### src/rtl/axis_upsizer.sv
// axis_upsizer
//   AXI-Stream width up-converter. Packs RATIO consecutive narrow slave beats
//   into one wide master beat. A slave tlast closes a partial word early. Lanes
//   that hold no slave beat are zero in m_tdata and cleared in m_tkeep.
//
// Ports
//   clk, rst           clock, synchronous active-high reset
//   s_tdata/tlast/tvalid/tready   narrow slave stream (AXIS_DWIDTH bits)
//   m_tdata/tkeep/tlast/tvalid/tready  wide master stream (AXIS_DWIDTH*RATIO bits)
//     lane i of m_tdata is bits [(i+1)*AXIS_DWIDTH-1 : i*AXIS_DWIDTH]
//
// s_tready is combinational from the master register state and m_tready. The
// downstream skid buffer registers that path.
module axis_upsizer #(
  parameter int AXIS_DWIDTH = 8,
  parameter int RATIO       = 4
) (
  input  logic                         clk,
  input  logic                         rst,
  input  logic [AXIS_DWIDTH-1:0]       s_tdata,
  input  logic                         s_tlast,
  input  logic                         s_tvalid,
  output logic                         s_tready,
  output logic [AXIS_DWIDTH*RATIO-1:0] m_tdata,
  output logic [RATIO-1:0]             m_tkeep,
  output logic                         m_tlast,
  output logic                         m_tvalid,
  input  logic                         m_tready
);

  localparam int CNT_W = (RATIO > 1) ? $clog2(RATIO) : 1;
  localparam int MW    = AXIS_DWIDTH * RATIO;
  localparam logic [CNT_W-1:0] LAST_LANE = CNT_W'(RATIO - 1);

  logic [CNT_W-1:0] cnt_r;
  logic [MW-1:0]    acc_data_r;
  logic [RATIO-1:0] acc_keep_r;

  logic [MW-1:0]    m_tdata_r;
  logic [RATIO-1:0] m_tkeep_r;
  logic             m_tlast_r;
  logic             m_tvalid_r;

  logic             m_active_s;
  logic             accept_s;
  logic             close_s;
  logic             m_hs_s;
  logic [MW-1:0]    merged_data_s;
  logic [RATIO-1:0] merged_keep_s;

  // The output register can take a new word when it is empty or being drained.
  assign m_active_s = ~m_tvalid_r | m_tready;
  assign s_tready   = m_active_s & ~rst;
  assign accept_s   = s_tvalid & s_tready;
  assign close_s    = accept_s & ((cnt_r == LAST_LANE) | s_tlast);
  assign m_hs_s     = m_tvalid_r & m_tready;

  assign m_tdata  = m_tdata_r;
  assign m_tkeep  = m_tkeep_r;
  assign m_tlast  = m_tlast_r;
  assign m_tvalid = m_tvalid_r;

  // Accumulator with the current slave beat dropped into lane cnt. Lanes above
  // cnt are always zero in the accumulator, so a closing word is zero-padded.
  always_comb begin
    merged_data_s = acc_data_r;
    merged_keep_s = acc_keep_r;
    for (int i = 0; i < RATIO; i++) begin
      if (cnt_r == CNT_W'(i)) begin
        merged_data_s[i*AXIS_DWIDTH +: AXIS_DWIDTH] = s_tdata;
        merged_keep_s[i]                            = 1'b1;
      end else begin
        merged_data_s[i*AXIS_DWIDTH +: AXIS_DWIDTH] = acc_data_r[i*AXIS_DWIDTH +: AXIS_DWIDTH];
        merged_keep_s[i]                            = acc_keep_r[i];
      end
    end
  end

  // Lane counter and accumulator: grow on each accept, clear when a word closes.
  always_ff @(posedge clk) begin
    if (rst) begin
      cnt_r      <= {CNT_W{1'b0}};
      acc_data_r <= {MW{1'b0}};
      acc_keep_r <= {RATIO{1'b0}};
    end else if (accept_s) begin
      if (close_s) begin
        cnt_r      <= {CNT_W{1'b0}};
        acc_data_r <= {MW{1'b0}};
        acc_keep_r <= {RATIO{1'b0}};
      end else begin
        cnt_r      <= cnt_r + CNT_W'(1);
        acc_data_r <= merged_data_s;
        acc_keep_r <= merged_keep_s;
      end
    end
  end

  // Master output register: load on close (even while draining), else drop
  // valid once the held word is taken. Stalls leave everything untouched.
  always_ff @(posedge clk) begin
    if (rst) begin
      m_tdata_r  <= {MW{1'b0}};
      m_tkeep_r  <= {RATIO{1'b0}};
      m_tlast_r  <= 1'b0;
      m_tvalid_r <= 1'b0;
    end else if (close_s) begin
      m_tdata_r  <= merged_data_s;
      m_tkeep_r  <= merged_keep_s;
      m_tlast_r  <= s_tlast;
      m_tvalid_r <= 1'b1;
    end else if (m_hs_s) begin
      m_tlast_r  <= 1'b0;
      m_tvalid_r <= 1'b0;
    end
  end

endmodule

### config.mk
export PLATFORM = sky130hd
export DESIGN_NAME = axis_upsizer
export DESIGN_NICKNAME = d
export VERILOG_FILES = /design/src/rtl/axis_upsizer.sv
export SDC_FILE = /design/constraint.sdc
export NUM_CORES = 1
export LEC_CHECK = 0
export CORE_MARGIN = 8
export CORE_UTILIZATION = 31
export DETAILED_ROUTE_END_ITERATION = 6
export GPL_ROUTABILITY_DRIVEN = 0
export PLACE_DENSITY = 0.59
export SETUP_SLACK_MARGIN = 0.3
export SLEW_MARGIN = 20
export SYNTH_ARGS = -nofsm -noshare
export SYNTH_HDL_FRONTEND = slang
export SYNTH_SLANG_ARGS = --single-unit
### constraint.sdc
create_clock -name clk -period 2.2 [get_ports clk]
set_input_delay 0.66 -clock clk [delete_from_list [all_inputs] [get_ports clk]]
set_output_delay 0.66 -clock clk [all_outputs]
set_load 0.05 [all_outputs]
==> flow_summary.yaml <==
outcome:
  status: "complete, no violations"
global_routing:
  grt_overflow: 0
  grt_pass1_wl_um: 14600
  grt_pass1_vias: 2786
  grt_max_degree: 32
  track_usage_pct: 12.6
  antenna_found_initial: 0
yosys:
  yosys.cell_types.count: 32
  syn_nets: 340
  synth_area_sq_um: 3410
  ys_seq_elements: 76
  synth-xor-area-share_pct: 0
  synth_compound_area_share_pct: 29.6
  synth_area_leaders: "dfxtp_1, a211oi_2, mux2i_1, a31oi_1, buf_2"
  syn_inst: 323
  syn-mean-instance-area_sq_um: 10.5
  synth_top_family_by_area: "compound AO/OA/AOI/OAI gates"
  ys_seq_area_share_pct: 44.7
  synth-adder-area-share_pct: 1.47
  synth_top_area_share_pct: 44.7
  muxShareOfSynthArea_pct: 9.40
  yosysWarnings: 0
  synth_top_cell_by_area: "dfxtp_1"
  yosys.area_share.simple_pct: 7.68
final_layout:
  design_area_sq_um: 4310
  post-route-util_pct: 40.0
  diodes: 0
  layout-drive-gt1-share_pct: 33.4
  area_delta_synth_final_pct: 26.7
  stdcell_count: 526
  fin_nets: 398
timing:
  rsz0062_at_grt: "yes"
  layout_setup_ws_ps: 315
  skew_ps: 7.87
  worst_hold_slack_ps: 464
  slew_violations: 0
  worst_pin_slew_ps: 533
  setup_viol: 0
  hold_violations: 0
  slew_headroom_pct: 64.4
  min_period_ps: 1880
  fin_setup_tns_ps: 0
  max_freq_mhz: 531
  post-route-period-util_pct: 85.7
die:
  fp.coreArea_sq_um: 10800
  initial_utilization_pct: 31.6
  rows: 38
  io_pins: 52
  die_x_um: 121
  dieArea_sq_um: 14600
  die_h_um: 121
routing:
  vias_per_cell: 5.31
  drtPass1Iterations: 4
  drt_iter0_drc: 158
  num_vias: 2795
  ant_nets: 0
  finalWirelength_um: 9190
  wl_per_cell_um: 17.5
  drc: 0
critical_path:
  critical_path_class: "primary input to output pin"
  cpLargestDelayFamily: "buffers and inverters"
  worst-r2r-cell-count: 5
  start_kind: "primary input"
  crit_path_max_incr_delay_ps: 160
  crit_cells: 5
  cp.arrival_ps: 1220
  cp_num_buf_inv: 3
  crit_fanout: 3
  cp-end-kind: "output pin"
  crit_slowest_cell: "buf_8"
  crit_required_ps: 1540
  crit_path_cell_trace: "clkbuf_2 > nor2b_1 > buf_4 > nor2_4 > buf_8"
power:
  p_per_area_nw_per_um2: 723
  swShare_pct: 28.0
  pwr-share-seq_pct: 46.3
  p_int_mw: 2.25
  p_total_mw: 3.12
  irDropWorstVdd_v: 0.000383
  p_comb_share_pct: 16.6
  pwr-share-clk_pct: 37.1
  p_sw_mw: 0.871
  p_leak_nw: 1.56
hold_path:
  hold_depth: 1
  hold_class: "flop to flop"
placement:
  hpwl_um: 6360
  port_buffers: 51
  dp.cells: 508
  dpl-instance-area_sq_um: 4080
  pre_cts_ws_ps: -156
clock_network:
  cts_sinks: 76
  clk_latency_ps: 350
  clk_pin_slew_ps: 70
  clock_path_buffers: 2
  htreeDepth: 3
  cts_hold_buffers: 0
  cts_tree: "yes"
  cts_made_buffers: 9
  root_buffer: "clkbuf_8"
flow_run:
  maxCapViolCount: 0
==> layout make-up <==
cell class,count,area [sq um]
multi-input cells,203,1660
clock inverters,3,42.5
flip-flops and latches,76,1530
repair buffers,86,713
inverters,5,18.8
clock buffers,13,179
well taps,140,175
fillers,1062,6480
==> layer usage <==
| metal | vias to the layer above | GRT usage (%) | part of all wire (%) |
|---|---|---|---|
| met2 | 84 | 19.7 | 46 |
| li1 | 1363 | - | - |
| met5 | - | 0 | 0 |
| met1 | 1336 | 16.4 | 47 |
| met3 | 12 | 3.31 | 5.8 |
| met4 | 0 | 4.61 | 1.5 |
==> sequential cells by signal, indices dropped and copies added (netlist names) <==
name        cells
m_tlast         1
acc_data_r     32
m_tdata        32
m_tkeep         4
m_tvalid        1
cnt_r           2
acc_keep_r      4
==> worst reg2reg max path: cells and delay by family (launching register included) <==
family	cells	cell delay, ps
buffers and inverters	1	100
AO/OA/AOI/OAI	2	470
AND/OR/NAND/NOR	1	370
flip-flops	1	410
adder cells (fa/ha/maj)	1	400
==> final timing paths <==
path | from | end | slack (ps)
setup / recovery | m_tready | s_tready | 320
setup reg to reg | cnt_r[0] | acc_data_r[2] | 390
hold reg to reg | acc_data_r[27] | acc_data_r[27] | 460
hold / removal | acc_data_r[27] | acc_data_r[27] | 460
==> power groups by stage <==
stage          Sequential (mW)  Clock [mW]  Combinational, mW
2_1_floorplan             1.59           0              0.225
3_3_place_gp              1.48           0              0.512
3_5_place_dp              1.48           0              0.516
4_1_cts                   1.45        1.18              0.517
5_1_grt                   1.45        1.24              0.547
6_report                  1.44        1.16              0.516
==> cells by family after synthesis <==
group	count (synthesis)
AOI/OAI and AO/OA	122
adders and majority gates	4
buffers and inverters	44
DFF	76
muxes	32
and+or+nand+nor	45
==> cell usage after synthesis <==
cell and number:
buf_1 1, and2_1 9, inv_1 5, nand4_1 12, mux2i_1 32, or2_1 1, dfxtp_1 76, ha_1 4
a22o_1 6, nor3_2 1, a211oi_1 5, a32o_1 7, nor2_1 10, a31oi_1 41, o21ai_0 2, clkbuf_1 7
a211oi_2 30, a31o_1 1, buf_4 3, nand2b_1 2, buf_2 23, a311oi_1 1, and3_1 1, nor4_2 1
a21oi_1 15, or3_1 3, a31oi_2 2, nand3_1 2, o31ai_1 12, buf_6 5, nand2_1 1, nor2b_1 2
==> placed cells by master (no fill, tap or decap), types with 9 or more instances in the layout <==
| cell | synthesis | final |
|---|---|---|
| dfxtp_1 | 76 | 75 |
| buf_4 | 3 | 67 |
| a31oi_1 | 41 | 41 |
| mux2i_1 | 32 | 32 |
| a211oi_2 | 30 | 30 |
| a21oi_1 | 15 | 15 |
| clkbuf_8 | 0 | 13 |
| nand4_1 | 12 | 12 |
| o31ai_1 | 12 | 12 |
| clkdlybuf4s50_1 | 0 | 10 |
| nor2_1 | 10 | 9 |
| and2_1 | 9 | 9 |
==> what timing repair did <==
item	in CTS	in global routing
endpoints found under the hold margin	0	0
setup buffers	0	2
pin swaps	0	1
setup endpoints to repair	4	4
resized for setup	7	6
No activity file was read; power rests on OpenSTA's default activity.
